`src/rtl/gen_pulso_multi_if.sv`:
```
// Purpose : key/pulse bundle between the board pushbuttons and the multi-key pulse generator.
// Latency : n/a (wires only).
// Backpressure: none; SALIDA/TICK are strobes with no ready signal.
// Ports   : KEY (raw keys), REPEAT_EN (per-key auto-repeat enable),
//           SALIDA (press/repeat pulses), NIVEL (debounced levels), TICK (sample strobe).
interface gen_pulso_multi_if #(
  parameter int N_KEYS = 4
) ();
  logic [N_KEYS-1:0] KEY;
  logic [N_KEYS-1:0] REPEAT_EN;
  logic [N_KEYS-1:0] SALIDA;
  logic [N_KEYS-1:0] NIVEL;
  logic              TICK;

  // master: the side that owns the keys (board / bench)
  modport master (output KEY, output REPEAT_EN, input SALIDA, input NIVEL, input TICK);
  // slave: the pulse generator
  modport slave  (input KEY, input REPEAT_EN, output SALIDA, output NIVEL, output TICK);
endinterface

```
`src/rtl/gen_pulso_multi.sv`:
```
// Purpose : N-key pushbutton front end: 2-flop sync, tick-sampled debounce, one-clock
//           press pulse per key with optional auto-repeat (initial delay, then fixed rate).
// Latency : press pulse 2 cycles + up to DEB_SAMPLES*TICK_DIV cycles after the key edge.
// Backpressure: none; pulses are fire-and-forget strobes.
// Ports   : CLK, RESET (async, active-low), io (slave side of gen_pulso_multi_if).
module gen_pulso_multi #(
  parameter int N_KEYS       = 4,
  parameter int TICK_DIV     = 100000,
  parameter int DEB_SAMPLES  = 4,
  parameter int REPEAT_DELAY = 500,
  parameter int REPEAT_RATE  = 100
) (
  input  logic              CLK,
  input  logic              RESET,
  gen_pulso_multi_if.slave  io
);

  localparam int PW   = $clog2(TICK_DIV + 1);
  localparam int DW   = $clog2(DEB_SAMPLES + 1);
  localparam int RMAX = (REPEAT_DELAY > REPEAT_RATE) ? REPEAT_DELAY : REPEAT_RATE;
  localparam int RW   = $clog2(RMAX + 1);

  localparam logic [PW-1:0] PRE_LAST = PW'(TICK_DIV - 1);
  localparam logic [DW-1:0] DEB_LAST = DW'(DEB_SAMPLES - 1);
  localparam logic [RW-1:0] DLY_LAST = RW'(REPEAT_DELAY - 1);
  localparam logic [RW-1:0] RPT_LAST = RW'(REPEAT_RATE - 1);

  typedef enum logic [1:0] {
    S_IDLE,
    S_DELAY,
    S_REPEAT
  } state_e;

  logic [N_KEYS-1:0] sync1_q;
  logic [N_KEYS-1:0] sync2_q;
  logic [PW-1:0]     pre_q;
  logic [PW-1:0]     pre_d;
  logic              run_q;
  logic              tick;
  logic [N_KEYS-1:0] nivel_vec;
  logic [N_KEYS-1:0] salida_vec;

  // Shared prescaler. run_q only matters for TICK_DIV=1, where the count is stuck at
  // its terminal value and would otherwise hold TICK high while in reset.
  always_comb begin
    pre_d = (pre_q == PRE_LAST) ? '0 : pre_q + 1'b1;
  end

  assign tick = run_q & (pre_q == PRE_LAST);

  always_ff @(posedge CLK or negedge RESET) begin
    if (!RESET) begin
      sync1_q <= '0;
      sync2_q <= '0;
      pre_q   <= '0;
      run_q   <= 1'b0;
    end else begin
      sync1_q <= io.KEY;
      sync2_q <= sync1_q;
      pre_q   <= pre_d;
      run_q   <= 1'b1;
    end
  end

  for (genvar g = 0; g < N_KEYS; g++) begin : g_ch
    logic [DW-1:0] deb_cnt_q;
    logic [DW-1:0] deb_cnt_d;
    logic          nivel_q;
    logic          nivel_d;
    logic [RW-1:0] rcnt_q;
    logic [RW-1:0] rcnt_d;
    logic          salida_q;
    logic          salida_d;
    state_e        state_q;
    state_e        state_d;
    logic          differs;
    logic          accept;
    logic          rise;
    logic          fall;

    // Debounce: a level change is accepted on the DEB_SAMPLES-th consecutive
    // differing tick sample; any agreeing sample restarts the run.
    always_comb begin
      differs   = (sync2_q[g] != nivel_q);
      accept    = tick & differs & (deb_cnt_q == DEB_LAST);
      deb_cnt_d = deb_cnt_q;
      nivel_d   = nivel_q;
      if (tick) begin
        if (!differs) begin
          deb_cnt_d = '0;
        end else if (accept) begin
          deb_cnt_d = '0;
          nivel_d   = ~nivel_q;
        end else begin
          deb_cnt_d = deb_cnt_q + 1'b1;
        end
      end
      rise = accept & ~nivel_q;
      fall = accept &  nivel_q;
    end

    // Repeat FSM. Release and a dropped enable both win over a terminal tick,
    // so neither can ever produce a pulse.
    always_comb begin
      state_d  = state_q;
      rcnt_d   = rcnt_q;
      salida_d = 1'b0;
      unique case (state_q)
        S_IDLE: begin
          rcnt_d = '0;
          if (rise) begin
            salida_d = 1'b1;
            if (io.REPEAT_EN[g]) state_d = S_DELAY;
          end
        end
        S_DELAY: begin
          if (fall || !io.REPEAT_EN[g]) begin
            state_d = S_IDLE;
            rcnt_d  = '0;
          end else if (tick) begin
            if (rcnt_q == DLY_LAST) begin
              salida_d = 1'b1;
              state_d  = S_REPEAT;
              rcnt_d   = '0;
            end else begin
              rcnt_d = rcnt_q + 1'b1;
            end
          end
        end
        S_REPEAT: begin
          if (fall || !io.REPEAT_EN[g]) begin
            state_d = S_IDLE;
            rcnt_d  = '0;
          end else if (tick) begin
            if (rcnt_q == RPT_LAST) begin
              salida_d = 1'b1;
              rcnt_d   = '0;
            end else begin
              rcnt_d = rcnt_q + 1'b1;
            end
          end
        end
        default: begin
          state_d = S_IDLE;
          rcnt_d  = '0;
        end
      endcase
    end

    always_ff @(posedge CLK or negedge RESET) begin
      if (!RESET) begin
        deb_cnt_q <= '0;
        nivel_q   <= 1'b0;
        rcnt_q    <= '0;
        salida_q  <= 1'b0;
        state_q   <= S_IDLE;
      end else begin
        deb_cnt_q <= deb_cnt_d;
        nivel_q   <= nivel_d;
        rcnt_q    <= rcnt_d;
        salida_q  <= salida_d;
        state_q   <= state_d;
      end
    end

    assign nivel_vec[g]  = nivel_q;
    assign salida_vec[g] = salida_q;
  end

  assign io.NIVEL  = nivel_vec;
  assign io.SALIDA = salida_vec;
  assign io.TICK   = tick;

endmodule

```
`src/flat_wrapper.sv`:
```
// flat-port wrapper written by rule: the top's interface ports become plain ports
module gen_pulso_multi_flat 
#(
  parameter int N_KEYS       = 4,
  parameter int TICK_DIV     = 100000,
  parameter int DEB_SAMPLES  = 4,
  parameter int REPEAT_DELAY = 500,
  parameter int REPEAT_RATE  = 100
)
  (CLK, RESET, io_KEY, io_REPEAT_EN, io_SALIDA, io_NIVEL, io_TICK);
  gen_pulso_multi_if #(.N_KEYS(N_KEYS)) io_i ();
  input  logic CLK;
  input  logic RESET;
  input wire logic [$bits(io_i.KEY)-1:0] io_KEY;
  input wire logic [$bits(io_i.REPEAT_EN)-1:0] io_REPEAT_EN;
  output wire logic [$bits(io_i.SALIDA)-1:0] io_SALIDA;
  output wire logic [$bits(io_i.NIVEL)-1:0] io_NIVEL;
  output wire logic [$bits(io_i.TICK)-1:0] io_TICK;
  assign io_i.KEY = io_KEY;
  assign io_i.REPEAT_EN = io_REPEAT_EN;
  assign io_SALIDA = io_i.SALIDA;
  assign io_NIVEL = io_i.NIVEL;
  assign io_TICK = io_i.TICK;
  gen_pulso_multi #(.N_KEYS(N_KEYS), .TICK_DIV(TICK_DIV), .DEB_SAMPLES(DEB_SAMPLES), .REPEAT_DELAY(REPEAT_DELAY), .REPEAT_RATE(REPEAT_RATE)) u_core (.CLK(CLK), .RESET(RESET), .io(io_i));
endmodule
```
`config.mk`:
```
export PLATFORM = sky130hd
export DESIGN_NAME = gen_pulso_multi_flat
export DESIGN_NICKNAME = d
export VERILOG_FILES = /design/src/rtl/gen_pulso_multi_if.sv /design/src/rtl/gen_pulso_multi.sv /design/src/flat_wrapper.sv
export SDC_FILE = /design/constraint.sdc
export NUM_CORES = 1
export LEC_CHECK = 0
export BUFFER_PORTS_ARGS = -buffer_cell sky130_fd_sc_hd__buf_2
export CORE_ASPECT_RATIO = 0.75
export CORE_UTILIZATION = 45
export DETAILED_ROUTE_END_ITERATION = 10
export PLACE_DENSITY = 0.65
export SLEW_MARGIN = 20
export SYNTH_ARGS = -nofsm -noshare
export SYNTH_HDL_FRONTEND = slang
export SYNTH_SLANG_ARGS = --single-unit
```
`constraint.sdc`:
```
create_clock -name CLK -period 2 [get_ports CLK]
set_input_delay 0.3 -clock CLK [delete_from_list [all_inputs] [get_ports CLK]]
set_output_delay 0.3 -clock CLK [all_outputs]
set_load 0.005 [all_outputs]
```
==> impl_metrics.json, run 1 <==
{
  "worstPathCellList": "ha_2 -> or3b_4 -> o41ai_4 -> a2111oi_4 -> buf_4 -> a21o_1 -> a22o_1",
  "critPathRequiredTime_ns": 2.22,
  "cpMaxStageDelayCell": "or3b_4",
  "gp_congestion": 0.837,
  "fin_skew_ns": 0.0115,
  "worst-path-buf-inv": 1,
  "ys_types": 74,
  "grt_use_total": 0.203,
  "synth_area_um2": 5270,
  "min_path_type": "in -> reg",
  "status": "finished with violations",
  "cp-start-kind": "flip-flop",
  "yosysMostFrequentCell": "dfrtp_1",
  "setup.worst_path.end_class": "flip-flop",
  "antenna_found_initial": 0,
  "finalMaxSlewViolations": 0,
  "slowest_delay_ns": 0.44,
  "rsz0062_at_grt": "true",
  "setup_violations": 6,
  "synth_fp_nets": 565,
  "yosys-top-cells-area": "dfrtp_1 43%, ha_1 5.9%, nand2_1 4.2%",
  "max_freq_mhz": 491,
  "p_leak_nw": 3.06,
  "final.setup.worst_slack_ns": -0.0384,
  "first_global_vias": 4134,
  "crit_arrival_ns": 2.26,
  "yosysSeqAreaShare": 0.427,
  "die_h_um": 95.7,
  "first_pass_iters": 5,
  "maxCapViolCount": 0,
  "ys.flop_type": "dfrtp_1",
  "r2r.worst_path.cells": 7,
  "initial_core_util": 0.473,
  "dpl-instance-area_um2": 5960,
  "p_clk_frac": 0.478,
  "grtUsageMet2": 0.344,
  "clk_pin_slew_ns": 0.06,
  "synth_edf_count": 0,
  "numPortBuffers": 18,
  "utilization": 0.599,
  "ys_seq_elements": 90,
  "p_per_area_nw_per_um2": 557,
  "synth.avg_cell_area_um2": 9.95,
  "root_buffer": "clkbuf_16",
  "n_fill_cell": 934,
  "cts-buffers-inserted": 9,
  "switchingPower_mw": 0.756,
  "viasPerCell": 5.74,
  "worstHoldPathCells": 1,
  "dr_total_vias": 4411,
  "pwr-share-seq": 0.493,
  "grtUsageMet3": 0.0395,
  "grt_overflow": 0,
  "wl_per_cell_um": 16.0,
  "p_sw_frac": 0.203,
  "peakVddDrop_v": 0.000325,
  "drt-initial-drc-count": 226,
  "async_flop_share": 1.00,
  "core_area_um2": 11100,
  "cts_tree": "built",
  "post_route_cells_drive_above_1_share": 0.296,
  "insertion_delay_ns": 0.34,
  "critPathTopFamily": "compound AO/OA/AOI/OAI gates",
  "min_period_ns": 2.04,
  "antenna_left": 0,
  "yosys_warnings": 0,
  "cp.depth": 7,
  "drc": 0,
  "combPwrFrac": 0.029,
  "die_w_um": 127,
  "cts_buffer_depth": 2,
  "dp_hpwl_mm": 8.55,
  "critical_path_class": "reg -> reg",
  "cts.sinks": 90,
  "die_area_um2": 12200,
  "synthTopCellsByCount": "90 x dfrtp_1, 59 x nand2_1, 37 x nor2_1, 26 x nand3_1, 25 x ha_1",
  "violations": "negative setup slack",
  "p_int_mw": 2.97,
  "htreeDepth": 3,
  "period_share": 1.02,
  "nets": 658,
  "routed_wl_mm": 12.3,
  "finalHoldViolCount": 0,
  "yosys.area.top_type_share": 0.427,
  "num_rows": 33,
  "grt-busiest-layer": "met2",
  "grt_pass1_wl_mm": 19.6,
  "synthCells": 530,
  "met1_usage": 0.270,
  "design_area_um2": 6680,
  "grt_max_degree": 30,
  "antennaDiodeCount": 0,
  "yosys.area.top_type": "dfrtp_1",
  "ios": 19,
  "crit_fanout": 5,
  "area.growth.synth_to_final_pct": 26.7
}
[logic make-up (layout without fill, tap and decap cells)]
family                   Yosys count  in the layout  share of synthesized area
AND/OR/NAND/NOR                  233            233                      0.249
XOR/XNOR                          22             22                     0.0365
buffers and inverters             41            138                     0.0451
adder cells (fa/ha/maj)           25             25                     0.0593
other                              1              1                   0.000711
AO/OA/AOI/OAI                    108            109                      0.161
multiplexers                      10             10                     0.0211
flip-flops                        90             90                      0.427
[final cells by class]
type | instances | area (µm²) | share of cell area
inverter | 17 | 66.3 | 0.00993
sequential | 90 | 2250 | 0.337
timing repair buffer | 105 | 816 | 0.122
clock buffer | 15 | 288 | 0.0431
clock inverter | 1 | 30.0 | 0.00450
tap | 140 | 175 | 0.0262
multi-input combinational | 400 | 3050 | 0.457
[path summary, 6_finish.rpt]
kind,startpoint,slack (ns),endpoint
hold reg to reg,u_core.sync1_q[2]$_DFF_PN0_,0.35,u_core.sync2_q[2]$_DFF_PN0_
min in group asynchronous,RESET,0.43,u_core.g_ch[1].state_q[0]$_DFFE_PN0P_
hold / removal,io_KEY[1],0.06,u_core.sync1_q[1]$_DFF_PN0_
max in group asynchronous,RESET,1.05,u_core.g_ch[2].rcnt_q[0]$_DFFE_PN0P_
setup reg to reg,u_core.g_ch[1].rcnt_q[1]$_DFFE_PN0P_,-0.04,u_core.g_ch[1].rcnt_q[6]$_DFFE_PN0P_
setup / recovery,u_core.g_ch[1].rcnt_q[1]$_DFFE_PN0P_,-0.04,u_core.g_ch[1].rcnt_q[6]$_DFFE_PN0P_
[power groups by stage]
stage                     logic [mW]  registers (mW)  clock network, mW
after floorplan               0.0252            1.87                  0
after CTS                      0.105            1.84               1.81
after global routing           0.120            1.84               1.90
after global placement        0.0994            1.87                  0
final                          0.106            1.84               1.78
after detailed placement       0.102            1.87                  0
[metrics by stage]
step	worst slack [ns]	total power, mW	std cells	TNS (ns)	hold slack [ns]
after global placement	-0.0647	1.97	739	-0.0780	0.242
after CTS	-0.0783	3.75	762	-0.229	0.0556
after detailed placement	-0.135	1.97	739	-0.663	0.250
after global routing	-0.134	3.85	768	-1.10	0.0463
after floorplan	0.0104	1.90	530	0	0.00441
final	-0.0384	3.72	768	-0.162	0.0642
[layout by cell type, fill, tap and decap left out, types with 9 or more instances in the layout]
| cell type | count |
|---|---|
| a21oi_1 | 10 |
| a21oi_2 | 9 |
| a31oi_1 | 17 |
| buf_2 | 16 |
| buf_4 | 73 |
| buf_6 | 14 |
| clkbuf_16 | 9 |
| dfrtp_1 | 90 |
| ha_1 | 21 |
| inv_1 | 16 |
| nand2_1 | 58 |
| nand3_1 | 26 |
| nand4_1 | 14 |
| nor2_1 | 37 |
| nor3_1 | 15 |
| o21ai_0 | 11 |
| xnor2_1 | 11 |
| xor2_1 | 11 |
[state kept, by name, summed over array words and instances (netlist names)]
signal	flops
u_core.g_ch.state_q	8
u_core.sync1_q	4
u_core.run_q	1
u_core.g_ch.nivel_q	4
u_core.g_ch.deb_cnt_q	12
u_core.g_ch.salida_q	4
u_core.g_ch.rcnt_q	36
u_core.sync2_q	4
u_core.pre_q	17
[metal layers]
layer	wire [µm]	share of wire	vias to the layer above
li1	-	-	2137
met1	5760	0.47	2179
met2	6040	0.49	82
met3	357	0.029	13
met4	135	0.011	0
met5	0	0	-
[what timing repair did]
item                       CTS  global route
setup buffers                8             4
pin swaps                    7            24
gates resized for setup     15            48
hold buffers                 1             0
gates cloned                 0             3
hold endpoints to repair    22             0
setup endpoints to repair   19            39
Note: power is estimated with default switching activity, not from simulation.
==> run 2, diff against run 1 <==
--- a/config.mk
+++ b/config.mk
@@ -10,6 +10,7 @@
 export CORE_UTILIZATION = 45
 export DETAILED_ROUTE_END_ITERATION = 10
 export PLACE_DENSITY = 0.65
+export REMOVE_ABC_BUFFERS = 1
 export SLEW_MARGIN = 20
 export SYNTH_ARGS = -nofsm -noshare
 export SYNTH_HDL_FRONTEND = slang
==> constraint.sdc (replaced) <==
create_clock -name CLK -period 2 [get_ports CLK]
set_input_delay 0.3 -clock CLK [delete_from_list [all_inputs] [get_ports CLK]]
set_output_delay 0.3 -clock CLK [all_outputs]
set_load 0.1 [all_outputs]
==> impl_metrics.json, run 2 (synthesis results as in run 1) <==
{
  "status": "finished with violations",
  "violations": "negative setup slack",
  "regMostFlops": "u_core.g_ch.rcnt_q",
  "drc": 0,
  "drt-initial-drc-count": 239,
  "holdWs_ns": 0.0594,
  "reg2reg_to": "u_core.g_ch[2].rcnt_q[7]$_DFFE_PN0P_",
  "whs_endpoint": "u_core.sync1_q[1]$_DFF_PN0_",
  "cp_common_cell": "and4_4",
  "min_period_ns": 2.12,
  "worstPathCellList": "ha_2 -> and4_4 -> and4_4 -> buf_4 -> buf_8 -> a2111oi_1 -> a41oi_2 -> o31ai_1",
  "utilization": 0.591,
  "grt_overflow": 0,
  "wl_per_cell_um": 15.8,
  "gp_congestion": 0.837,
  "grt_use_total": 0.204,
  "worstHoldPathCells": 1,
  "period_share": 1.06,
  "reg.largest.list": "u_core.g_ch.rcnt_q x36, u_core.pre_q x17, u_core.g_ch.deb_cnt_q x12",
  "instances_no_fill": 765,
  "cts_buffer_depth": 2,
  "first_pass_iters": 4,
  "rsz0062_at_grt": "true",
  "die_area_um2": 12200,
  "power_mw": 3.65,
  "fin_skew_ns": 0.00639,
  "dp_hpwl_mm": 8.24,
  "cpMaxStageDelayCell": "a2111oi_1",
  "initial_core_util": 0.473,
  "max_freq_mhz": 471,
  "hp-start": "io_KEY[1]",
  "clk_pin_slew_ns": 0.07,
  "ios": 19,
  "grt_pass1_wl_mm": 19.6,
  "finalMaxSlewViolations": 0,
  "critPathTopFamily": "compound AO/OA/AOI/OAI gates",
  "insertion_delay_ns": 0.34,
  "min_path_type": "in -> reg",
  "final.setup.worst_slack_ns": -0.122,
  "setup_violations": 9,
  "worst-path-buf-inv": 2,
  "layout_common_cells": "90 x dfrtp_1, 74 x buf_4, 57 x nand2_1",
  "regArea_um2": 2250,
  "r2r.worst_path.cells": 8,
  "p_per_area_nw_per_um2": 553,
  "viasPerCell": 5.68,
  "peakVddDrop_v": 0.000461,
  "num_rows": 33,
  "setup.worst_path.end_class": "flip-flop",
  "p_leak_nw": 3.03,
  "root_buffer": "clkbuf_16",
  "dr_total_vias": 4345,
  "n_fill_cell": 917,
  "critPathRequiredTime_ns": 2.24,
  "r2r-start": "u_core.pre_q[0]$_DFF_PN0_",
  "post_route_cells_drive_above_1_share": 0.286,
  "numPortBuffers": 18,
  "setup-tns-final_ns": -0.512,
  "antennaDiodeCount": 0,
  "grt_max_degree": 34,
  "cts_tree": "built",
  "regToRegSetupSlack_ns": -0.12,
  "nets": 655,
  "largest_register_ff_count": 36,
  "layout_commonest_cell": "dfrtp_1",
  "maxCapViolCount": 0,
  "cp-start-kind": "flip-flop",
  "worst_slew_pin_slew_ns": 0.544,
  "crit_arrival_ns": 2.36,
  "routed_wl_mm": 12.1,
  "htreeDepth": 3,
  "area.growth.synth_to_final_pct": 24.9,
  "critical_path_class": "reg -> reg",
  "antenna_found_initial": 0,
  "multi_input_area_um2": 2990,
  "cts.sinks": 90,
  "die_h_um": 95.7,
  "crit_fanout": 10,
  "die_w_um": 127,
  "slew_headroom": 0.637,
  "antenna_left": 0,
  "finalHoldViolCount": 0,
  "first_global_vias": 4154,
  "slowest_delay_ns": 0.56,
  "placed_cells": 738,
  "core_area_um2": 11100,
  "cts-buffers-inserted": 9
}
-- run 2: repair_timing --
| action | CTS | global route |
|---|---|---|
| pin swaps | 10 | 16 |
| hold endpoints to repair | 30 | 0 |
| hold buffers | 1 | 0 |
| setup endpoints to repair | 33 | 42 |
| setup buffers | 5 | 4 |
| cloned | 0 | 2 |
| resized for setup | 30 | 28 |
-- run 2: worst register-to-register path, delay by kind of cell, from the launching register on --
kind                     cells  cell delay (ns)
AO/OA/AOI/OAI                3             0.75
buffers and inverters        2             0.30
AND/OR/NAND/NOR              2             0.37
adder cells (fa/ha/maj)      1             0.20
flip-flops                   1             0.40
-- run 2: where the power goes --
group	total (mW)	internal (mW)	switching [mW]
sequential	1.84	1.83	0.00806
combinational	0.102	0.0301	0.0721
clock	1.71	0.974	0.733
total	3.65	2.83	0.813
-- run 2: cell type report --
type                    instances  share of cell area
clock buffers                  10              0.0348
inverters                      17              0.0101
flip-flops and latches         90               0.342
repair buffers                103               0.123
well taps                     140              0.0266
multi-input cells             399               0.454
clock inverters                 6             0.00988
-- run 2: how the worst max path moves through the flow --
stage                                         start                                    end  slack, ns  cells past startpoint
3_5_place_dp   u_core.g_ch[1].rcnt_q[0]$_DFFE_PN0P_   u_core.g_ch[1].rcnt_q[6]$_DFFE_PN0P_      -0.12                      7
5_1_grt                   u_core.pre_q[0]$_DFF_PN0_   u_core.g_ch[2].rcnt_q[7]$_DFFE_PN0P_      -0.21                      8
6_report                  u_core.pre_q[0]$_DFF_PN0_   u_core.g_ch[2].rcnt_q[7]$_DFFE_PN0P_      -0.12                      8
3_3_place_gp              u_core.pre_q[6]$_DFF_PN0_  u_core.g_ch[3].state_q[0]$_DFFE_PN0P_      -0.04                      7
2_1_floorplan             u_core.pre_q[0]$_DFF_PN0_   u_core.g_ch[3].rcnt_q[3]$_DFFE_PN0P_      -1.09                      7
4_1_cts                  u_core.pre_q[14]$_DFF_PN0_                                io_TICK      -0.11                      6
-- run 2: per-layer routing --
metal	vias up	global-route usage	part of all wire
li1	2120	-	-
met4	0	0.0675	0.015
met1	2131	0.266	0.48
met5	-	0	0
met3	19	0.0439	0.031
met2	75	0.340	0.47
-- run 2: metrics by stage --
step | setup slack [ns] | instance area [µm²]
after floorplan | -1.09 | 5100
after global placement | -0.0434 | 5950
after detailed placement | -0.122 | 5950
after CTS | -0.109 | 6420
after global routing | -0.208 | 6590
final | -0.122 | 6590
